File: src/rtl/mux_array_dw.sv
// Registered logarithmic barrel shifter for significand alignment/normalisation.
// Shifts Data_i left or right by 0..2^EWR-1 places, filling vacated bits with bit_shift_i.
module mux_array_dw #(
    parameter int SWR = 26,
    parameter int EWR = 5
) (
    input  logic           clk,
    input  logic           rst,
    input  logic           load_i,
    input  logic [SWR-1:0] Data_i,
    input  logic           FSM_left_right_i,
    input  logic [EWR-1:0] Shift_Value_i,
    input  logic           bit_shift_i,
    output logic [SWR-1:0] Data_o
);

    // Interface timing: there is no valid/ready pair. Every rising edge with
    // load_i=1 captures a new operation; load_i=0 holds Data_o unchanged.

    logic [SWR-1:0]           data_rev;
    logic [EWR:0][SWR-1:0]    stage;
    logic [SWR-1:0]           stage_rev;
    logic [SWR-1:0]           result;

    genvar i, k;

    // Left shifts reuse the right-shift network on bit-reversed data.
    for (i = 0; i < SWR; i++) begin : g_rev_in
        assign data_rev[i] = Data_i[SWR-1-i];
    end

    assign stage[0] = FSM_left_right_i ? data_rev : Data_i;

    // Stage k moves bits down by 2^k; positions past the top take the fill bit,
    // so shift amounts of SWR or more yield an all-fill word with no wrap.
    for (k = 0; k < EWR; k++) begin : g_stage
        for (i = 0; i < SWR; i++) begin : g_bit
            if (i + (1 << k) < SWR) begin : g_take
                assign stage[k+1][i] = Shift_Value_i[k] ? stage[k][i + (1 << k)]
                                                        : stage[k][i];
            end else begin : g_fill
                assign stage[k+1][i] = Shift_Value_i[k] ? bit_shift_i
                                                        : stage[k][i];
            end
        end
    end

    for (i = 0; i < SWR; i++) begin : g_rev_out
        assign stage_rev[i] = stage[EWR][SWR-1-i];
    end

    assign result = FSM_left_right_i ? stage_rev : stage[EWR];

    always_ff @(posedge clk or negedge rst) begin
        if (!rst) begin
            Data_o <= '0;
        end else if (load_i) begin
            Data_o <= result;
        end
    end

endmodule

File: config.mk
export PLATFORM = sky130hd
export DESIGN_NAME = mux_array_dw
export DESIGN_NICKNAME = d
export VERILOG_FILES = /design/src/rtl/mux_array_dw.sv
export SDC_FILE = /design/constraint.sdc
export NUM_CORES = 1
export LEC_CHECK = 0
export ABC_AREA = 1
export BUFFER_PORTS_ARGS = -buffer_cell sky130_fd_sc_hd__buf_2
export CORE_AREA = 3 3 76 92
export CTS_CLUSTER_SIZE = 16
export DETAILED_ROUTE_END_ITERATION = 6
export DIE_AREA = 0 0 79 95
export PLACE_DENSITY_LB_ADDON = 0.08
export SYNTH_ARGS = -nofsm -noshare
export SYNTH_HDL_FRONTEND = slang
export SYNTH_SLANG_ARGS = --single-unit
File: constraint.sdc
create_clock -name clk -period 1.4 [get_ports clk]
set_clock_uncertainty 0.2 [all_clocks]
set_input_delay 0.21 -clock clk [delete_from_list [all_inputs] [get_ports clk]]
set_output_delay 0.21 -clock clk [all_outputs]
set_load 0.02 [all_outputs]
# Yosys cells after proc, flatten, opt, wreduce, memory -nomap -nowiden
# Cells that the tools add are included.
totals:
  reg_bits: 26
  latchBits: 0
  ram_bits: 0
  rom_bits: 0
  input_bits: 36
  output_inout_bits: 26
  elab_cells: 133
  n_memories: 0
op_classes:
  addsub: 0
  mul: 0
  div_mod_pow: 0
  order_cmp: 0
  n_eq_ne: 0
  shifts: 0
  muxes: 132
  bitwise_logic: 0
  n_reduce_logical: 0
op_table:
  columns: ["op", "n"]
  rows:
  - ["$mux W1", 130]
  - ["$mux W26", 2]

# Depth between registers and ports, before layout
# Gate-level depths: netlist of run 1.
logic_depth:
  word_depth: 7
  ltp_mapped: 14
  depth_no_buf: 13

# Least setup slack after synthesis of run 1
# OpenSTA, ideal clock, no wires.
synth_timing:
  path_kind: "input port to flip-flop"
  startpoint: "input port Shift_Value_i[0]"
  endpoint: "register Data_o[15]"
  setup_ps: 117
  arrival_time_ps: 1211
  t_required_ps: 1083
  slack_ps: -128
  path_stages: 12
  path_buffers: 2
  cell_sequence: "buf_6 inv_6 buf_2 nand3_1 nand3_1 nand3_1 nand2_1 nand2_1 nand3_1 nand3_1 nand3_1 nand2_1"
synth_via:
  elab_chain_cells: 6
  elab_cells_between_ends: 30
  cone_classes: "30 x mux"
synth_lines:
  columns: ["element", "line_no", "source"]
  rows:
  - ["start: declaration", "12", "input logic [EWR-1:0] Shift_Value_i,"]
  - ["$mux W1 (on tied branches)", "39, 42", null]
  - ["$mux W1", "39", "assign stage[k+1][i] = Shift_Value_i[k] ? stage[k][i + (1 << k)]"]
  - ["$mux W1 (on tied branches)", "39, 42", null]
  - ["$mux W1", "39", null]
  - ["$mux W1", "42", "assign stage[k+1][i] = Shift_Value_i[k] ? bit_shift_i"]
  - ["$mux W26 (*)", "52", "assign result = FSM_left_right_i ? stage_rev : stage[EWR];"]
  - ["end signal: assignment", "58", "Data_o <= result;"]
  - ["end: declaration", "14", "output logic [SWR-1:0] Data_o"]
# Mark *: on every way between the ends. The rest lies on a longest branch, timed or not.
# A chain may end at the register's enable or synchronous reset.

# Final worst setup path of run 1
layout_timing:
  startpoint: "input port FSM_left_right_i"
  endpoint: "register Data_o[0]"
layout_via:
  elab_chain_cells: 7
  elab_cells_between_ends: 34
  cone_classes: "34 x mux"
layout_lines:
  columns: ["element", "line_no", "source"]
  rows:
  - ["start: declaration", "11", "input logic FSM_left_right_i,"]
  - ["$mux W26", "32", "assign stage[0] = FSM_left_right_i ? data_rev : Data_i;"]
  - ["$mux W1 (on tied branches) (5 in a row)", "39, 42", null]
  - ["$mux W26 (*)", "52", null]
# Marked as above.

==> results of run 1 <==
==> layout by cell type (no fill, tap or decap), types with 3 or more instances in the layout <==
cell / count
sky130_fd_sc_hd__nand2_2: 47
sky130_fd_sc_hd__nand3_1: 131
sky130_fd_sc_hd__buf_4: 21
sky130_fd_sc_hd__clkbuf_8: 3
sky130_fd_sc_hd__nand2_1: 144
sky130_fd_sc_hd__buf_2: 59
sky130_fd_sc_hd__clkinv_1: 4
sky130_fd_sc_hd__nand3_2: 104
sky130_fd_sc_hd__nand3_4: 21
sky130_fd_sc_hd__nand2_4: 12
sky130_fd_sc_hd__buf_12: 11
sky130_fd_sc_hd__dfrtp_1: 26
sky130_fd_sc_hd__nand2_8: 3
==> worst max-delay path, cell delays in order <==
cell and delay, ns:
sky130_fd_sc_hd__buf_12 0.14, sky130_fd_sc_hd__buf_16 0.17, sky130_fd_sc_hd__nand2_2 0.11, sky130_fd_sc_hd__nand3_2 0.13
sky130_fd_sc_hd__nand3_2 0.12, sky130_fd_sc_hd__nand3_1 0.13, sky130_fd_sc_hd__nand2_1 0.12, sky130_fd_sc_hd__nand2_1 0.08
sky130_fd_sc_hd__nand3_2 0.10, sky130_fd_sc_hd__nand3_1 0.08, sky130_fd_sc_hd__nand3_1 0.10, sky130_fd_sc_hd__nand2_1 0.05
==> cell type report <==
type,instances,area [um2],area share [%]
Clock buffer,3,41.3,0.866
Clock inverter,1,30.0,0.630
Inverter,9,71.3,1.50
Multi-Input combinational cell,463,3100,65.1
Sequential cell,26,651,13.6
Tap cell,82,103,2.15
Timing Repair Buffer,95,749,15.7
Timing Repair inverter,2,20.0,0.420
==> path summary, 6_finish.rpt <==
check	start	endpoint	slack, ns	cells past startpoint
setup reg to reg	Data_o[11]$_DFFE_PN0P_	Data_o[11]$_DFFE_PN0P_	0.57	2
setup / recovery	FSM_left_right_i	Data_o[0]$_DFFE_PN0P_	-0.17	12
min in group clk	load_i	Data_o[7]$_DFFE_PN0P_	0.25	4
max in group asynchronous	rst	Data_o[25]$_DFFE_PN0P_	0.38	2
hold reg to reg	Data_o[20]$_DFFE_PN0P_	Data_o[20]$_DFFE_PN0P_	0.28	2
hold / removal	rst	Data_o[14]$_DFFE_PN0P_	0.25	2
==> power groups by stage <==
stage          Combinational, mW  Clock (mW)  Sequential, mW
2_1_floorplan              0.821           0            1.04
3_3_place_gp                1.34           0           0.912
3_5_place_dp                1.36           0           0.914
4_1_cts                     1.56       0.624           0.901
5_1_grt                     1.91       0.655           0.915
6_report                    1.78       0.607           0.902
==> stage by stage <==
step,instances,area [um2]
after floorplan,540,3230
after CTS,681,4360
after global placement,669,3670
final,681,4770
after global routing,681,4770
after detailed placement,669,3670
==> cells in the mapped netlist (all sizes together) <==
| cell type | n | area, um2 |
|---|---|---|
| nand3 | 256 | 1320 |
| inv | 5 | 28.8 |
| clkinv | 4 | 15.0 |
| clkbuf | 4 | 15.0 |
| dfrtp | 26 | 651 |
| buf | 38 | 236 |
| or2 | 1 | 6.26 |
| nand2 | 206 | 803 |
==> timing repair <==
| action | 4_1_cts | 5_1_grt |
|---|---|---|
| pin swaps | 43 | 26 |
| gates cloned | 4 | 0 |
| gates resized for setup | 116 | 88 |
| setup buffers | 3 | 0 |
| hold buffers | 1 | 0 |
| hold endpoints to repair | 26 | 0 |
| endpoints found under the setup margin | 26 | 26 |
==> logic make-up after synthesis <==
kind of cell	synth area share, %
buf+inv	9.60
flops	21.1
simple gates	69.3
==> routing by layer <==
metal	vias up	part of all wire (%)	GRT usage [%]
li1	1964	-	-
met1	1998	38	34.7
met2	292	49	51.3
met3	95	6.9	1.91
met4	0	6.5	12.2
met5	-	0	0
==> metrics.log, run 1 <==
INFO  metric floorplan.die_area = 7510 um2
INFO  metric final-setup-viol-count = 26
INFO  metric die-width = 79 um
INFO  metric final_net_count = 636
INFO  metric tritoncts.num_buffers = 3
INFO  metric fin_ws = -0.166 ns
INFO  metric leakagePower = 2.36 nW
INFO  metric timing.critical_path.arrival = 1.53 ns
INFO  metric synth_seq_area_share = 21.1%
INFO  metric globalplace.congestion = 0.948
INFO  metric drt.antenna.violating_nets = 0
INFO  metric worst_setup_slack_after_placement = -0.476 ns
INFO  metric dieHeight = 95 um
INFO  metric max-slew-margin-rel = 63.2%
INFO  metric area_delta_synth_final = 55.0%
INFO  metric grt_start_max_net_pins = 33
INFO  metric power-per-cell-area = 690 nW/um2
INFO  metric rsz0062_at_grt = yes
INFO  metric vdd.ir_drop.worst = 0.000845 V
INFO  metric drc = 0
INFO  metric power.sequential.fraction = 27.4%
INFO  metric power.share.switching = 43.3%
INFO  metric grt_antenna_before_repair = 0
INFO  metric holdWs = 0.249 ns
INFO  metric yosys_warnings = 0
INFO  metric p_switching = 1.42 mW
INFO  metric totalNegativeSetupSlack = -2.06 ns
INFO  metric clock_power_share = 18.5%
INFO  metric vias_per_cell = 6.39
INFO  metric ctsLongestPathBuffers = 2
INFO  metric largest_register_ffs = 26
INFO  metric worstSkewPairLatency = 0.27 ns
INFO  metric routed_wirelength = 12,500 um
INFO  metric clk_root_buffer_cell = sky130_fd_sc_hd__clkbuf_8
INFO  metric gate_power_share = 54.1%
INFO  metric hp-class = input port to async pin
INFO  metric cts_tree = yes
INFO  metric worst-setup-path-type = input port to flip-flop
INFO  metric number_of_standard_cell_rows_in_the_floorplan = 31
INFO  metric final_max_slew_viol_count = 0
INFO  metric detailedRoute.firstPassIterationCount = 6
INFO  metric antenna-diode-count = 0
INFO  metric vias = 4,349
INFO  metric hold_viol = 0
INFO  metric cp.required = 1.36 ns
INFO  metric avgRoutedWirePerCell = 18.3 um
INFO  metric h-tree-depth = 1
INFO  metric grt_pass1_wl = 17,500 um
INFO  metric post_route_cells_drive_above_1_share = 48.6%
INFO  metric final_period_minus_worst_setup_slack = 1.57 ns
INFO  metric synthesis.area_per_instance = 5.70 um2
INFO  metric number_of_sinks_handled_by_clock_tree_synthesis = 26
INFO  metric crit_path_start_kind = input port
INFO  metric violations = setup timing
INFO  metric cellInternalPower = 1.87 mW
INFO  metric hpwlAfterDp = 7430 um
INFO  metric number_of_global_route_vias_before_repair = 3,804
INFO  metric max_slew.worst_pin.slew = 0.552 ns
INFO  metric outcome = complete, but fails checks
INFO  metric netlist_instances = 540
INFO  metric totalPowerFinal = 3.29 mW
INFO  metric ioPinCount = 62
INFO  metric final_min_period_over_clock_period = 112%
INFO  metric ys_ff_latch = 26
INFO  metric nFillCells = 448
INFO  metric synth.net_count = 576
INFO  metric finalCoreUtilization = 77.8%
INFO  metric drt_iter0_markers = 424
INFO  metric top_flop_regs = Data_o (26)
INFO  metric globalRouteOverflowTotal = 0
INFO  metric fmax = 639 MHz
INFO  metric clk_pin_slew_worst_paths = 0.08 ns
INFO  metric cp-end-kind = flip-flop
INFO  metric core_area = 6130 um2
INFO  metric global_route.usage.total = 28.4%
INFO  metric yosysUniqueCellTypes = 17
INFO  metric biggest_fanout_along_the_worst_timing_path = 12
INFO  metric maxCapViolCount = 0
INFO  metric syn_area = 3080 um2
INFO  metric starting_utilization_of_the_core_area = 50.2%
INFO  metric registers.top_by_ff_count = Data_o
INFO  metric io_buffer_count = 61
Power figures use the tool's default switching activity.
==> run 2: changes to the inputs <==
--- a/config.mk
+++ b/config.mk
@@ -12,6 +12,8 @@
 export DETAILED_ROUTE_END_ITERATION = 6
 export DIE_AREA = 0 0 79 95
 export PLACE_DENSITY_LB_ADDON = 0.08
+export REMOVE_ABC_BUFFERS = 1
+export SKIP_CTS_REPAIR_TIMING = 1
 export SYNTH_ARGS = -nofsm -noshare
 export SYNTH_HDL_FRONTEND = slang
 export SYNTH_SLANG_ARGS = --single-unit
==> constraint.sdc (replaced) <==
create_clock -name clk -period 1.6 [get_ports clk]
set_clock_uncertainty 0.2 [all_clocks]
set_input_delay 0.24 -clock clk [delete_from_list [all_inputs] [get_ports clk]]
set_output_delay 0.24 -clock clk [all_outputs]
set_load 0.02 [all_outputs]
==> run 2 against run 1 <==
  * The flow now finishes without violations
  * Via count down 11%
  * Utilization fell by 14 points
  * Non-clock buffer count is the same
  * Die area did not move
  * Sequential cell count did not move
  * Count of clock-buffer cells in the layout did not move
  * Critical path depth grew 1
  * Sequential power fell by 13%
  * Global-route usage is 3.5 points lower
  * Final cell count shrank 0.29%
  * First-iteration DRC count is 35% lower
  * Power down 27%
  * Largest cell class unchanged
  * Largest power group unchanged
==> metrics.log, run 2 (synthesized netlist as in run 1, its figures left out) <==
INFO  metric outcome = finished clean
INFO  metric hpwlAfterDp = 7320 um (-1.4%)
INFO  metric most_frequent_cells_in_the_layout = sky130_fd_sc_hd__nand3_1, sky130_fd_sc_hd__nand2_1, sky130_fd_sc_hd__nand3_2, sky130_fd_sc_hd__buf_2, sky130_fd_sc_hd__dfrtp_1
INFO  metric starting_utilization_of_the_core_area = 50.2% (unchanged)
INFO  metric top_flop_regs = Data_o (26)
INFO  metric h-tree-depth = 1 (unchanged)
INFO  metric grt_pass1_wl = 15,500 um (-11%)
INFO  metric largest_register_ffs = 26 (unchanged)
INFO  metric core_area = 6130 um2 (unchanged)
INFO  metric final-setup-viol-count = 0 (-100%)
INFO  metric ctsLongestPathBuffers = 2 (unchanged)
INFO  metric worst-setup-path-type = input port to flip-flop
INFO  metric finalCoreUtilization = 64.2% (-14 points)
INFO  metric slowest_library_cell_on_the_worst_path = sky130_fd_sc_hd__clkbuf_4
INFO  metric timing.critical_path.arrival = 1.51 ns (-0.02 ns)
INFO  metric number_of_global_route_vias_before_repair = 3,554 (-6.6%)
INFO  metric rsz0062_at_grt = yes
INFO  metric dieHeight = 95 um (unchanged)
INFO  metric hp-class = input port to flip-flop
INFO  metric post_route_cells_drive_above_1_share = 30.5% (-18 points)
INFO  metric grt_use_met3 = 2.19% (+0.29 points)
INFO  metric cp.depth = 13 (+1)
INFO  metric cp.buffers_inverters = 4 (+2)
INFO  metric io_buffer_count = 61 (unchanged)
INFO  metric globalRouteOverflowTotal = 0 (unchanged)
INFO  metric globalplace.congestion = 1.04 (+9.9%)
INFO  metric final_max_slew_viol_count = 0 (unchanged)
INFO  metric registers.top_by_ff_count = Data_o
INFO  metric grt_antenna_before_repair = 0 (unchanged)
INFO  metric fmax = 650 MHz
INFO  metric antenna-diode-count = 0 (unchanged)
INFO  metric drt_iter0_markers = 277 (-35%)
INFO  metric final_period_minus_worst_setup_slack = 1.54 ns
INFO  metric grt_start_max_net_pins = 33 (unchanged)
INFO  metric biggest_fanout_along_the_worst_timing_path = 6 (-6)
INFO  metric cts_tree = yes
INFO  metric tritoncts.num_buffers = 3 (unchanged)
INFO  metric cp.required = 1.57 ns (+0.21 ns)
INFO  metric final_min_period_over_clock_period = 96.2%
INFO  metric hold_path_startpoint = load_i
INFO  metric totalPowerFinal = 2.40 mW (-27%)
INFO  metric routed_wirelength = 9500 um (-24%)
INFO  metric maxCapViolCount = 0 (unchanged)
INFO  metric drt.antenna.violating_nets = 0 (unchanged)
INFO  metric instances_no_fill = 679 (-0.29%)
INFO  metric vdd.ir_drop.worst = 0.000704 V (-17%)
INFO  metric clk_root_buffer_cell = sky130_fd_sc_hd__clkbuf_8
INFO  metric number_of_standard_cell_rows_in_the_floorplan = 31 (unchanged)
INFO  metric global_route.usage.total = 24.9% (-3.5 points)
INFO  metric worstSkewPairLatency = 0.27 ns (about the same)
INFO  metric gr-usage-met1 = 32.1% (-2.6 points)
INFO  metric busiest_layer = met2
INFO  metric r2r-end = Data_o[20]$_DFFE_PN0P_
INFO  metric crit_path_start_kind = input port
INFO  metric vias_per_cell = 5.71 (-11%)
INFO  metric hold_viol = 0 (unchanged)
INFO  metric detailedRoute.firstPassIterationCount = 5 (-1)
INFO  metric worst_setup_path_endpoint = Data_o[6]$_DFFE_PN0P_
INFO  metric area_delta_synth_final = 27.9%
INFO  metric number_of_sinks_handled_by_clock_tree_synthesis = 26 (unchanged)
INFO  metric dp_cells = 672 (+0.45%)
INFO  metric max-slew-margin-rel = 63.2% (about the same)
INFO  metric cp-startpoint = Shift_Value_i[0]
INFO  metric dpl_cell_area = 3550 um2 (-3.2%)
INFO  metric drc = 0 (unchanged)
INFO  metric layout_commonest_cell = sky130_fd_sc_hd__nand3_1
INFO  metric avgRoutedWirePerCell = 14.0 um (-23%)
INFO  metric r2r_start = Data_o[20]$_DFFE_PN0P_
INFO  metric layout.cell_area.non_filler = 3940 um2 (-17%)
INFO  metric max_slew.worst_pin.slew = 0.552 ns (-0.000325 ns)
INFO  metric globalRouteMet2Util = 44.0% (-7.3 points)
INFO  metric power-per-cell-area = 610 nW/um2 (-12%)
INFO  metric worst_path_dominant_cell_family = simple AND/OR/NAND/NOR gates
INFO  metric die-width = 79 um (unchanged)
INFO  metric final_net_count = 635 (-0.16%)
INFO  metric ioPinCount = 62 (unchanged)
INFO  metric nFillCells = 623 (+39%)
INFO  metric vias = 3,878 (-11%)
INFO  metric leakagePower = 2.08 nW (-12%)
INFO  metric cp-end-kind = flip-flop
INFO  metric multi_input_comb_area = 2420 um2 (-22%)
INFO  metric layout.area.seq = 651 um2 (unchanged)
INFO  metric cells_along_the_critical_path = clkbuf_4 > inv_8 > buf_6 > buf_4 > nand3_2 > nand3_2 > nand3_2 > nand3_1 > nand2_1 > nand2_1 > nand3_1 > nand3_1 > nand2_1
INFO  metric floorplan.die_area = 7510 um2 (unchanged)
INFO  metric ff2ff_setup_slack = 0.77 ns (+0.20 ns)
INFO  metric clk_pin_slew_worst_paths = 0.08 ns (about the same)
INFO  metric max_incr_delay_on_cp = 0.16 ns (about the same)
INFO  metric rr_worst_depth = 2 (unchanged)
[run 2: cell types whose count changed in the layout (fill, tap and decap cells not counted), moves of 3 or more]
cell | before | now
sky130_fd_sc_hd__nand2_2 | 47 | 21
sky130_fd_sc_hd__buf_12 | 11 | 7
sky130_fd_sc_hd__nand2_4 | 12 | 1
sky130_fd_sc_hd__nand3_1 | 131 | 197
sky130_fd_sc_hd__buf_4 | 21 | 25
sky130_fd_sc_hd__nand3_2 | 104 | 59
sky130_fd_sc_hd__nand2_1 | 144 | 184
sky130_fd_sc_hd__nand3_4 | 21 | 0
sky130_fd_sc_hd__nand2_8 | 3 | 0
[run 2: area by class of cell]
type	instances	share of cell area [%]
multi-input cells	463	61.4
repair buffers	95	16.8
clock buffers	3	1.05
inverters	9	1.37
repair inverters	1	0.223
flip-flops and latches	26	16.5
well taps	82	2.61
[run 2: metrics by stage]
step | setup slack (ns) | hold WS [ns] | TNS (ns)
after CTS | 0.0316 | -0.243 | 0
after global placement | -0.242 | 0.0516 | -5.00
after detailed placement | -0.264 | 0.0582 | -5.78
after floorplan | -0.0527 | -0.256 | -0.183
final | 0.0614 | 0.0815 | 0
after global routing | -0.0306 | 0.105 | -0.207
[run 2: power breakdown]
group	switching [mW]	total, mW	internal (mW)
sequential	0.0434	0.787	0.743
combinational	0.802	1.26	0.453
clock	0.191	0.360	0.169
[run 2: how the worst min path moves through the flow]
| stage | endpoint | slack (ns) | cells after the start |
|---|---|---|---|
| after detailed placement | Data_o[10]$_DFFE_PN0P_ | 0.06 | 1 |
| after CTS | Data_o[10]$_DFFE_PN0P_ | -0.24 | 1 |
| final | Data_o[16]$_DFFE_PN0P_ | 0.08 | 4 |
| after floorplan | Data_o[0]$_DFFE_PN0P_ | -0.26 | 0 |
| after global routing | Data_o[9]$_DFFE_PN0P_ | 0.10 | 4 |
| after global placement | Data_o[15]$_DFFE_PN0P_ | 0.05 | 1 |
[run 2: routing by layer]
metal / wire (um) / vias up
met5: 0 / -
met4: 163 / 0
met3: 471 / 16
met2: 4670 / 119
met1: 4190 / 1787
li1: - / 1956
[run 2: worst min-delay path, delay by kind of cell]
| family | cells | cell delay, ns |
|---|---|---|
| buf+inv | 2 | 0.18 |
| simple gates | 2 | 0.10 |
